<file path="config.mk">
export PLATFORM = sky130hd
export DESIGN_NAME = hazard_ctrl
export DESIGN_NICKNAME = d
export VERILOG_FILES = /design/src/rtl/hazard_ctrl.sv
export SDC_FILE = /design/constraint.sdc
export NUM_CORES = 1
export LEC_CHECK = 0
export BUFFER_PORTS_ARGS = -buffer_cell sky130_fd_sc_hd__buf_2
export CAP_MARGIN = 40
export CORE_UTILIZATION = 42
export CTS_CLUSTER_DIAMETER = 100
export DETAILED_ROUTE_END_ITERATION = 16
export PLACE_DENSITY_LB_ADDON = 0.05
export SLEW_MARGIN = 20
export SYNTH_ARGS = -nofsm -noshare
export SYNTH_HDL_FRONTEND = slang
export SYNTH_SLANG_ARGS = --single-unit
</file>
<file path="constraint.sdc">
create_clock -name clk -period 1.59 [get_ports clk]
set_clock_uncertainty 0.05 [all_clocks]
set_input_delay 0.2385 -clock clk [delete_from_list [all_inputs] [get_ports clk]]
set_output_delay 0.2385 -clock clk [all_outputs]
set_load 0.1 [all_outputs]
</file>
<file path="src/rtl/hazard_ctrl.sv">
// hazard_ctrl: pipeline hazard / stall controller.
//
// Compares the ID-stage source register indices against the EX and MEM
// destination registers. It also watches the cache busy line, taken
// branches and halt. From these it drives hold (stall) and bubble (flush)
// controls for PC, IF_ID, ID_EX and EX_MEM.
//
// The state machine has four states: RUN, MEM_WAIT, DRAIN and HALTED.
// The state is registered. The stall and flush outputs are combinational
// from state and inputs, so the pipeline sees a response in the same cycle.
//
// Configuration macro: HAZARD_FORWARD_EN
//   defined   - EX/MEM forwarding exists; stall only on load-use.
//   undefined - no forwarding; stall on any RAW against EX or MEM.
//
// Parameters:
//   DRAIN_CYCLES  cycles spent in DRAIN after halt reaches EX
//   MAX_WAIT      MEM_WAIT count at which mem_timeout sets
//   WAIT_W        width of the wait counter
//
// Ports:
//   clk, rst                      clock (rising edge), async active-high reset
//   id_rs_idx/id_rt_idx           ID-stage source indices
//   id_rs_used/id_rt_used         ID-stage source read enables
//   w1_reg_ID_EX, reg_en_ID_EX    EX-stage destination and write enable
//   mem_en_ID_EX, mem_wr_ID_EX    EX-stage memory access / store flag
//   halt_ID_EX                    halt instruction in EX
//   w1_reg_EX_MEM, reg_en_EX_MEM  MEM-stage destination and write enable
//   branch_taken                  EX resolved a taken branch/jump
//   mem_busy                      cache not ready this cycle
//   pc_stall, if_id_stall, if_id_flush, id_ex_stall, id_ex_flush,
//   ex_mem_stall                  pipeline hold / bubble controls
//   halt_out                      processor halted (sticky)
//   mem_timeout                   a memory wait reached MAX_WAIT (sticky)
module hazard_ctrl #(
  parameter int unsigned DRAIN_CYCLES = 2,
  parameter int unsigned MAX_WAIT     = 15,
  parameter int unsigned WAIT_W       = 4
) (
  input  logic       clk,
  input  logic       rst,
  input  logic [2:0] id_rs_idx,
  input  logic [2:0] id_rt_idx,
  input  logic       id_rs_used,
  input  logic       id_rt_used,
  input  logic [2:0] w1_reg_ID_EX,
  input  logic       reg_en_ID_EX,
  input  logic       mem_en_ID_EX,
  input  logic       mem_wr_ID_EX,
  input  logic       halt_ID_EX,
  input  logic [2:0] w1_reg_EX_MEM,
  input  logic       reg_en_EX_MEM,
  input  logic       branch_taken,
  input  logic       mem_busy,
  output logic       pc_stall,
  output logic       if_id_stall,
  output logic       if_id_flush,
  output logic       id_ex_stall,
  output logic       id_ex_flush,
  output logic       ex_mem_stall,
  output logic       halt_out,
  output logic       mem_timeout
);

  localparam int unsigned DW = (DRAIN_CYCLES > 1) ? $clog2(DRAIN_CYCLES) : 1;
  localparam logic [DW-1:0]     DRAIN_LAST = DW'(DRAIN_CYCLES - 1);
  localparam logic [WAIT_W-1:0] WAIT_LIM   = WAIT_W'(MAX_WAIT);
  localparam logic [WAIT_W-1:0] WAIT_SAT   = '1;

  typedef enum logic [1:0] {RUN, MEM_WAIT, DRAIN, HALTED} state_t;

  state_t            state;
  logic [WAIT_W-1:0] wait_cnt;
  logic [DW-1:0]     drain_cnt;

  logic raw_ex;
  logic raw_mem;
  logic load_use;
  logic data_hazard;

  // Index 0 is deliberately not special: a match on r0 still counts.
  assign raw_ex  = reg_en_ID_EX &
                   ((id_rs_used & (id_rs_idx == w1_reg_ID_EX)) |
                    (id_rt_used & (id_rt_idx == w1_reg_ID_EX)));
  assign raw_mem = reg_en_EX_MEM &
                   ((id_rs_used & (id_rs_idx == w1_reg_EX_MEM)) |
                    (id_rt_used & (id_rt_idx == w1_reg_EX_MEM)));
  assign load_use = raw_ex & mem_en_ID_EX & ~mem_wr_ID_EX;

`ifdef HAZARD_FORWARD_EN
  assign data_hazard = load_use;
`else
  assign data_hazard = raw_ex | raw_mem;
`endif

  always_comb begin
    pc_stall     = 1'b0;
    if_id_stall  = 1'b0;
    if_id_flush  = 1'b0;
    id_ex_stall  = 1'b0;
    id_ex_flush  = 1'b0;
    ex_mem_stall = 1'b0;
    if (!rst) begin
      unique case (state)
        RUN: begin
          if (mem_busy) begin
            pc_stall     = 1'b1;
            if_id_stall  = 1'b1;
            id_ex_stall  = 1'b1;
            ex_mem_stall = 1'b1;
          end else if (halt_ID_EX) begin
            pc_stall    = 1'b1;
            if_id_stall = 1'b1;
            id_ex_flush = 1'b1;
          end else if (branch_taken) begin
            if_id_flush = 1'b1;
            id_ex_flush = 1'b1;
          end else if (data_hazard) begin
            pc_stall    = 1'b1;
            if_id_stall = 1'b1;
            id_ex_flush = 1'b1;
          end
        end
        MEM_WAIT: begin
          if (mem_busy) begin
            pc_stall     = 1'b1;
            if_id_stall  = 1'b1;
            id_ex_stall  = 1'b1;
            ex_mem_stall = 1'b1;
          end
        end
        DRAIN: begin
          pc_stall    = 1'b1;
          if_id_stall = 1'b1;
          id_ex_flush = 1'b1;
          if (mem_busy) begin
            id_ex_stall  = 1'b1;
            ex_mem_stall = 1'b1;
          end
        end
        HALTED: begin
          pc_stall    = 1'b1;
          if_id_stall = 1'b1;
          id_ex_flush = 1'b1;
        end
        default: ;
      endcase
    end
  end

  // DRAIN absorbs mem_busy itself (counter holds), so MEM_WAIT is only ever
  // entered from RUN and always returns there.
  always_ff @(posedge clk or posedge rst) begin
    if (rst) begin
      state       <= RUN;
      wait_cnt    <= '0;
      drain_cnt   <= '0;
      halt_out    <= 1'b0;
      mem_timeout <= 1'b0;
    end else begin
      unique case (state)
        RUN: begin
          if (mem_busy) begin
            state    <= MEM_WAIT;
            wait_cnt <= WAIT_W'(1);
          end else if (halt_ID_EX) begin
            state     <= DRAIN;
            drain_cnt <= '0;
          end
        end
        MEM_WAIT: begin
          if (wait_cnt == WAIT_LIM) mem_timeout <= 1'b1;
          if (mem_busy) begin
            if (wait_cnt != WAIT_SAT) wait_cnt <= wait_cnt + WAIT_W'(1);
          end else begin
            state    <= RUN;
            wait_cnt <= '0;
          end
        end
        DRAIN: begin
          if (!mem_busy) begin
            if (drain_cnt == DRAIN_LAST) begin
              state    <= HALTED;
              halt_out <= 1'b1;
            end else begin
              drain_cnt <= drain_cnt + DW'(1);
            end
          end
        end
        HALTED: halt_out <= 1'b1;
        default: state <= RUN;
      endcase
    end
  end

endmodule

</file>
==> metrics, run 1 <==
Die ar.=2039 µm²; Ys Warns=0; clock tree from TritonCTS=built; FMAX=slightly below 500 MHz; top_reg_cell synth=dfrtp_1; Crit path max-delay family=buffers and inverters; Row Count=15; Sink Count=9; Final ANT Viol Nets=0; DR iter-0 viols=11; vias in the first global route=about 820; Finished Layout Cells=~160; Pwr Total=approximately 2200 µW; critical path class=reg -> out; Starting Density=0.4529; Yosys cell types=29; Hold WS=approximately 0.089 ns; final hold vios=0; count leader, synth=xnor2_1; PortBufs=28; CTS Buf Count=3; post-synth top area share=0.2880; Area Overhead vs Synth=70.72%; Worst-Skew Late Latency=0.27 ns; Worst-path clk slew=roughly 0.070 ns; Max-Cap Viols=0; worst path buffer plus inverter count=3; PnR worst setup slack=-0.4389 ns; Hold Path Class=in -> async; Net Count, Synth=114; Worst Setup End Kind=output pin; Die Wd=about 45 µm; Max-slew headroom=0.6782; grt total ovfl=0; Sw Ratio=0.4694; DRC=0; vias=786; endpoints failing setup=11; die height=45.15 µm; CP peak stage delay=about 0.4 ns; I/O Pins=31; clock root cell=clkbuf_4; most frequent cells after synthesis=13 x xnor2_1, 9 x dfrtp_1, 7 x nand2_1; via/cell ratio=roughly 4.9; core area=1727 µm²; setup tns final=-2.262 ns; slew at the pin with the worst max-slew slack=about 0.49 ns; Peak VDD IR=0.0008506 V; fin crit share=1.276; violated checks=negative setup slack; top cell type by total area after synthesis=dfrtp_1; H-tree Lvls=1; Synth async-reset ratio=1.000; Internal Pwr Total=1166 µW; top cells by area, synth=dfrtp_1 29%, xnor2_1 15%, ha_1 8.0%, nand2_1 3.4%, o221ai_4 3.4%; cts hold-fix bufs=0; routability cong.=around 0.87; CTS Buffer Depth=2; Worst EP arrival=approximately 1.7 ns; status=finished with violations; antenna violations before repair=0; unrepaired setup endpoints after global routing=true; antenna diode count=0; Slew Limit Fails=0; share of cells above drive strength 1=0.5672; Sequential Power Share=0.161; Clock power frac=0.085; CP max-delay cell=dfrtp_1; Inst Count DP=154; total track usage=0.2452; routed length per placed instance=between 10 and 15 µm; Final min period=2.029 ns; Final nets=between 150 and 200; global-route wire length before repair=around 3.6 mm; Power Density=around 1600 nW/µm²; combinational share of power=0.754; Leak=0.0005881 µW; CP Launch Type=flop; drt pass-1 iters=4; DP HPWL=1.661 mm; cell area after synthesis=782.0 µm²; Cells after Synth=between 80 and 90; number of flops mapped to enable cells by yosys=0; switching power total=just over 1000 µW; register area share after synthesis=0.2880; Core Util, Final=0.7732; flops & latches, synth=9; final wirelength=around 2 mm; crit path cell chain=inv_2 -> ha_2 -> buf_6 -> nor3_2 -> a221oi_4 -> buf_12; largest net degree at the start of global routing=10; CP required=approximately 1.3 ns; mean post-synth cell area=between 9 and 10 µm²; crit-path max FO=6
## power groups by stage
stage / Sequential (µW) / Combinational (µW) / Clock (µW)
final: 354 / 1660 / 186
after global routing: 365 / 1760 / 208
after CTS: 354 / 1590 / 194
after detailed placement: 358 / 1470 / 0
after global placement: 353 / 1450 / 0
after floorplan: 347 / 1070 / 0
## tightest hold or removal path, cell delays in order
cell and delay (ns):
buf_2 0.12, buf_4 0.15, inv_1 0.07, buf_4 0.18
## state kept, by name, indices dropped and copies added, names as in the netlist
signal and flops:
wait_cnt 4, halt_out 1, state 2, drain_cnt 1, mem_timeout 1
## through the flow
| step | worst slack, ns | cell area [µm²] |
|---|---|---|
| after detailed placement | -0.4228 | 1220 |
| after global placement | -0.3391 | 1220 |
| after floorplan | -0.7691 | 889.6 |
| final | -0.4389 | 1335 |
| after CTS | -0.4554 | 1295 |
| after global routing | -0.5041 | 1335 |
## cells in the final DEF, fill, tap and decap left out, drive strengths merged, types with 2 or more instances in the layout
cell	count
nand2	7
xnor2	13
a21oi	3
ha	5
clkbuf	3
buf	47
nor3b	2
nor3	4
nand4	4
dfrtp	9
nand3	4
a21boi	2
mux2i	2
nand2b	3
o21ai	6
nor2	6
inv	4
## cells by family after synthesis
| logic type | synth area share |
|---|---|
| AOI/OAI and AO/OA | 0.1744 |
| and+or+nand+nor | 0.2240 |
| adders and majority gates | 0.08000 |
| xor gates and xnor gates | 0.1456 |
| DFF | 0.2880 |
| buffers and inverters | 0.04799 |
| muxes | 0.04000 |
## path summary, 6_finish.rpt
check	startpoint	endpoint	slack, ns	depth (start not counted)
max in group asynchronous	rst	wait_cnt[3]	1.27	4
min in group clk	mem_busy	wait_cnt[1]	0.35	4
setup reg to reg	state[0]	wait_cnt[0]	-0.12	7
hold / removal	rst	state[0]	0.09	4
setup / recovery	state[0]	if_id_stall	-0.44	6
hold reg to reg	halt_out	halt_out	0.41	1
## layer usage
metal | part of all wire | vias up | GRT usage | routed length [µm]
met2 | 0.54 | 22 | 0.4290 | 1105
met1 | 0.42 | 358 | 0.2871 | 855
li1 | - | 404 | - | -
met5 | 0 | - | 0 | 0
met4 | 0.0029 | 0 | 0.07879 | 6
met3 | 0.034 | 2 | 0.06800 | 69
## cell type report
type / count / area [µm²]
fill: 133 / 391.6
inverter: 4 / 15.01
sequential: 9 / 225.2
clock inverter: 1 / 5.005
timing repair buffer: 47 / 386.6
tap: 25 / 31.28
multi-input combinational: 70 / 649.4
clock buffer: 3 / 22.52
## repair_timing
item,in CTS,in global routing
buffers inserted,1,3
resized for setup,12,9
pin swaps,12,12
setup endpoints to repair,11,12
Power figures use the tool's default switching activity.
==> inputs of run 2 (changes only) <==
==> constraint.sdc (replaced) <==
create_clock -name clk -period 1.59 [get_ports clk]
set_clock_uncertainty 0.05 [all_clocks]
set_input_delay 0.318 -clock clk [delete_from_list [all_inputs] [get_ports clk]]
set_output_delay 0.318 -clock clk [all_outputs]
set_load 0.1 [all_outputs]
==> run 2 against run 1 <==
  * Register-to-register slack lost 0.10 ns
  * Non-clock buffer count grew 5
  * Sequential power grew 4%
  * Critical endpoint is now pc_stall
  * The flow still finishes with violations (negative setup slack)
  * Critical path type unchanged
==> metrics, run 2 (synthesized netlist as in run 1, its figures left out) <==
antenna diode count=0 (unchanged); critical path class=reg -> out; Worst-Skew Late Latency=0.26 ns (about the same); reg2reg setup slack=-0.22 ns (-0.10 ns); clock root cell=clkbuf_4; CP startpoint=state[0]; commonest non-fill, non-tap cell in the layout=buf_2; Final min period=2.101 ns (+0.07194 ns); Row Count=15 (unchanged); RR Endpoint=wait_cnt[0]; Hold WS=0.08529 ns (-0.003746 ns); Final ANT Viol Nets=0 (unchanged); share of cells above drive strength 1=0.5755 (+0.008375); PortBufs=28 (unchanged); Area Overhead vs Synth=77.76%; Worst EP arrival=1.73 ns (about the same); multi-input combinational cell area=666.9 µm² (+2.7%); Power Density=1650 nW/µm² (+0.26%); final hold vios=0 (unchanged); Hold Path Class=in -> async; Max-Cap Viols=0 (unchanged); largest net degree at the start of global routing=10 (unchanged); I/O Pins=31 (unchanged); Crit Reg-Reg Startpoint=state[0]; Worst Setup End Kind=output pin; clock tree from TritonCTS=built; fin crit share=1.321 (+0.04525); violated checks=negative setup slack; DP HPWL=1.692 mm (+1.9%); antenna violations before repair=0 (unchanged); crit-path max FO=3 (-3); Top reg by flops=wait_cnt; Peak VDD IR=0.0009455 V (+11%); commonest cells after routing, fill and taps aside=22 x buf_2, 21 x buf_4, 10 x xnor2_1; setup tns final=-3.207 ns (-0.9450 ns); via/cell ratio=4.939 (about the same); Leak=0.0006156 µW (+4.7%); vias in the first global route=817 (-0.24%); routed length per placed instance=13.12 µm (+2.4%); core area=1727 µm² (unchanged); CTS Buf Count=3 (unchanged); routability cong.=0.7997 (-7.9%); cts hold-fix bufs=0 (unchanged); unrepaired setup endpoints after global routing=true; Die ar.=2039 µm² (unchanged); PnR worst setup slack=-0.5108 ns (-0.07194 ns); DRC=0 (unchanged); max reg flops=4 (unchanged); total track usage=0.2348 (-0.01040); FF-to-FF path depth=9 (+2); Sink Count=9 (unchanged); Starting Density=0.4529 (unchanged); status=finished with violations; Seq. cell area=226.5 µm² (+0.56%); die height=45.15 µm (unchanged); endpoints failing setup=12 (+1); Fill cells=118 (-11%); Slew Limit Fails=0 (unchanged); Finished Layout Cells=164 (+3.1%); Die Wd=45.15 µm (unchanged); grt total ovfl=0 (unchanged); final wirelength=2.152 mm (+5.6%); DR iter-0 viols=4 (-7); biggest registers after layout=wait_cnt x4, state x2; CP required=1.22 ns (-0.08 ns); Final nets=168 (+3.1%); Max-slew headroom=0.6811 (+0.002880); Inst Count DP=155 (+0.65%); H-tree Lvls=1 (unchanged); FMAX=476.0 MHz (-3.4%); Worst-path clk slew=0.06 ns (about the same); slew at the pin with the worst max-slew slack=0.4817 ns (-0.004349 ns); drt pass-1 iters=2 (-2); vias=810 (+3.1%); global-route wire length before repair=3.422 mm (-3.7%); CTS Buffer Depth=2 (unchanged); CP Launch Type=flop
==> run 2: cell types whose count changed in the layout (fill, tap and decap cells not counted), sizes merged <==
cell    previous run  this run
clkinv             1         0
clkbuf             3         4
buf               47        52
==> run 2: area by class of cell <==
class                      count  share of cell area
multi-input combinational     70              0.4797
tap                           25             0.02250
timing repair buffer          52              0.3033
inverter                       4             0.01260
clock buffer                   4             0.01890
sequential                     9              0.1629
==> run 2: stage by stage <==
step                  util  total power, µW  worst slack, ns  area (µm²)
CTS                 0.7812             2225          -0.5101        1349
detailed placement  0.7283             1928          -0.4308        1257
finish              0.8051             2294          -0.5108        1390
global route        0.8051             2436          -0.5869        1390
floorplan                -             1421          -0.8487       904.6
global placement    0.7283             1884          -0.3806        1257
==> run 2: timing repair <==
item,4_1_cts,5_1_grt
endpoints found under the hold margin,0,0
resized for setup,11,6
pin swaps,6,9
setup buffers,3,3
endpoints found under the setup margin,12,11
==> run 2: worst max-delay path by stage <==
stage	end	slack [ns]	cells past startpoint
after detailed placement	pc_stall	-0.43	7
after CTS	pc_stall	-0.51	7
final	pc_stall	-0.51	7
after floorplan	id_ex_flush	-0.85	6
after global routing	pc_stall	-0.59	7
after global placement	pc_stall	-0.38	7
==> run 2: where the power goes <==
part	total, µW	switching [µW]	internal (µW)
clock network	176	79.3	96.7
logic	1750	909	840
registers	369	72.4	296
==> run 2: critical path: stages (launching register included) <==
cell and delay [ns]:
dfrtp_1 0.38, inv_2 0.07, buf_6 0.12, ha_4 0.17
nand2b_4 0.10, nor2_4 0.06, a221oi_4 0.35, buf_12 0.22
==> run 2: layer usage <==
layer / global-route usage / share of wire / up-vias / routed length [µm]
met4: 0.006061 / 0 / 0 / 0
met3: 0.07200 / 0.033 / 0 / 71
met2: 0.4377 / 0.53 / 17 / 1131
li1: - / - / 415 / -
met1: 0.2759 / 0.44 / 378 / 949
met5: 0 / 0 / - / 0
==> inputs of run 3 (changes only) <==
- CELL_PAD_IN_SITES_DETAIL_PLACEMENT: unset -> 1
- CELL_PAD_IN_SITES_GLOBAL_PLACEMENT: unset -> 2
- CORE_UTILIZATION: 42 -> 24
==> run 3 against run 2 <==
  * The flow still finishes with violations (negative setup slack)
  * Sequential power up 3%
  * Register-to-register slack better by 0.07 ns
  * Cell count up 14%
  * Critical path depth unchanged
  * Combinational power up 10%
  * Count of clock-buffer cells in the layout unchanged
  * Clock power up 4%
  * Critical path type unchanged
  * Largest power group unchanged
==> metrics, run 3 (synthesized netlist as in run 1, its figures left out) <==
RR Endpoint=wait_cnt[0]; Sink Count=9 (unchanged); FMAX=478.9 MHz (+0.61%); Leak=0.0006543 µW (+6.3%); GRT busiest layer=met2; Final ANT Viol Nets=0 (unchanged); total track usage=0.1478 (-0.08703); DR iter-0 viols=7 (+3); cts hold-fix bufs=0 (unchanged); violated checks=negative setup slack; CTS Buffer Depth=2 (unchanged); placed cell area=1281 µm² (+1.9%); Worst Setup End Kind=output pin; combinational share of power=0.773 (+0.011); Slew Limit Fails=0 (unchanged); commonest non-fill, non-tap cell in the layout=buf_2; Max-Cap Viols=0 (unchanged); Crit Reg-Reg Startpoint=state[1]; final hold vios=0 (unchanged); DRC=0 (unchanged); drt pass-1 iters=2 (unchanged); Internal Pwr Total=1352 µW (+9.6%); Clock power frac=0.074 (-0.003); Die Wd=59.08 µm (+31%); critical path class=reg -> out; Row Count=20 (+5); Die ar.=3490 µm² (+71%); switching power total=1140 µW (+7.5%); crit path cell chain=inv_2 -> buf_6 -> ha_4 -> nand2b_4 -> nor2_4 -> a221oi_4 -> buf_12; PortBufs=28 (unchanged); status=finished with violations; vias=832 (+2.7%); crit-path max FO=3 (unchanged); Worst-Skew Late Latency=0.26 ns (about the same); Power Density=1661 nW/µm² (+0.66%); Top reg by flops=wait_cnt; PnR worst setup slack=-0.4981 ns (+0.01277 ns); worst path buffer plus inverter count=3 (unchanged); Worst EP arrival=1.72 ns (about the same); met2 Use GR=0.2516 (-0.1861); DP HPWL=1.911 mm (+13%); final wirelength=2.408 mm (+12%); Sequential Power Share=0.153 (-0.008); FF-to-FF path depth=7 (-2); slew at the pin with the worst max-slew slack=0.4858 ns (+0.004120 ns); grt total ovfl=0 (unchanged); H-tree Lvls=1 (unchanged); Pwr Total=2492 µW (+8.6%); CP peak stage delay=0.40 ns (+0.02 ns); Worst-path clk slew=0.07 ns (about the same); antenna violations before repair=0 (unchanged); clock tree from TritonCTS=built; via/cell ratio=4.449 (-9.9%); routed length per placed instance=12.88 µm (-1.9%); vias in the first global route=837 (+2.4%); reg2reg setup slack=-0.15 ns (+0.07 ns); largest net degree at the start of global routing=10 (unchanged); Core Util, Final=0.4874 (-0.3177); antenna diode count=0 (unchanged); Hold Path Class=in -> async; biggest registers after layout=wait_cnt x4, state x2; unrepaired setup endpoints after global routing=true; Area Overhead vs Synth=91.84%; Final Cell Area=1500 µm² (+7.9%); share of cells above drive strength 1=0.6224 (+0.04684); Hold WS=0.09221 ns (+0.006913 ns); Max-slew headroom=0.6784 (-0.002728); core area=3078 µm² (+78%); Crit path max-delay family=buffers and inverters; CP Launch Type=flop; met3 usage=0.03930 (-0.03270); max reg flops=4 (unchanged); I/O Pins=31 (unchanged); GR Util met1=0.1952 (-0.08067); fin crit share=1.313 (-0.008033); endpoints failing setup=12 (unchanged); Starting Density=0.2541 (-0.1988); global-route wire length before repair=3.829 mm (+12%); Final nets=172 (+2.4%); routability cong.=0.7263 (-9.2%); Sw Ratio=0.4576 (-0.004891); Final min period=2.088 ns (-0.01277 ns); CP max-delay cell=dfrtp_1; CP required=1.22 ns (about the same); CTS Buf Count=3 (unchanged); clock root cell=clkbuf_4; commonest cells after routing, fill and taps aside=22 x buf_2, 20 x buf_4, 11 x xnor2_1; die height=59.08 µm (+31%); Peak VDD IR=0.0005762 V (-39%)
[run 3: repair_timing]
item | CTS | global route
pin swaps | 11 | 10
setup endpoints to repair | 12 | 12
gates resized for setup | 15 | 16
setup buffers | 6 | 4
[run 3: worst reg2reg max path, cell delays in order (launching register included)]
cell	delay (ns)
dfrtp_2	0.48
inv_4	0.11
ha_4	0.17
buf_8	0.11
buf_8	0.11
nand3_4	0.07
o221ai_4	0.22
mux2_4	0.32
[run 3: area by class of cell]
type,count,area (µm²)
multi-input cells,70,696.9
inverters,4,17.52
repair buffers,56,478.0
clock buffers,4,26.28
flip-flops and latches,9,226.5
well taps,44,55.05
fillers,361,1578
[run 3: per-stage QoR]
step | setup WS [ns] | cells | setup TNS, ns
global placement | -0.4138 | 174 | -2.404
detailed placement | -0.4117 | 174 | -2.633
CTS | -0.5301 | 184 | -3.654
finish | -0.4981 | 187 | -3.402
global route | -0.5862 | 187 | -4.382
floorplan | -0.8487 | 86 | -3.036
[run 3: worst max-delay path by stage]
stage / from / end / slack, ns / depth (start not counted)
final: state[0] / if_id_stall / -0.50 / 7
after global routing: state[0] / if_id_stall / -0.59 / 7
after CTS: state[0] / if_id_stall / -0.53 / 7
after detailed placement: w1_reg_ID_EX[0] / if_id_stall / -0.41 / 7
after global placement: id_rs_idx[0] / pc_stall / -0.41 / 7
after floorplan: state[0] / id_ex_flush / -0.85 / 6
[run 3: power by group through the flow]
stage               registers [µW]  logic [µW]  clock network [µW]
floorplan                      347        1070                   0
global placement               362        1550                   0
detailed placement             367        1560                   0
CTS                            359        1780                 195
global route                   392        2040                 207
finish                         381        1930                 183
[run 3: per-layer routing]
metal | vias up | part of all wire
met5 | - | 0
met4 | 0 | 0
met3 | 0 | 0.030
met2 | 16 | 0.52
met1 | 399 | 0.45
li1 | 417 | -
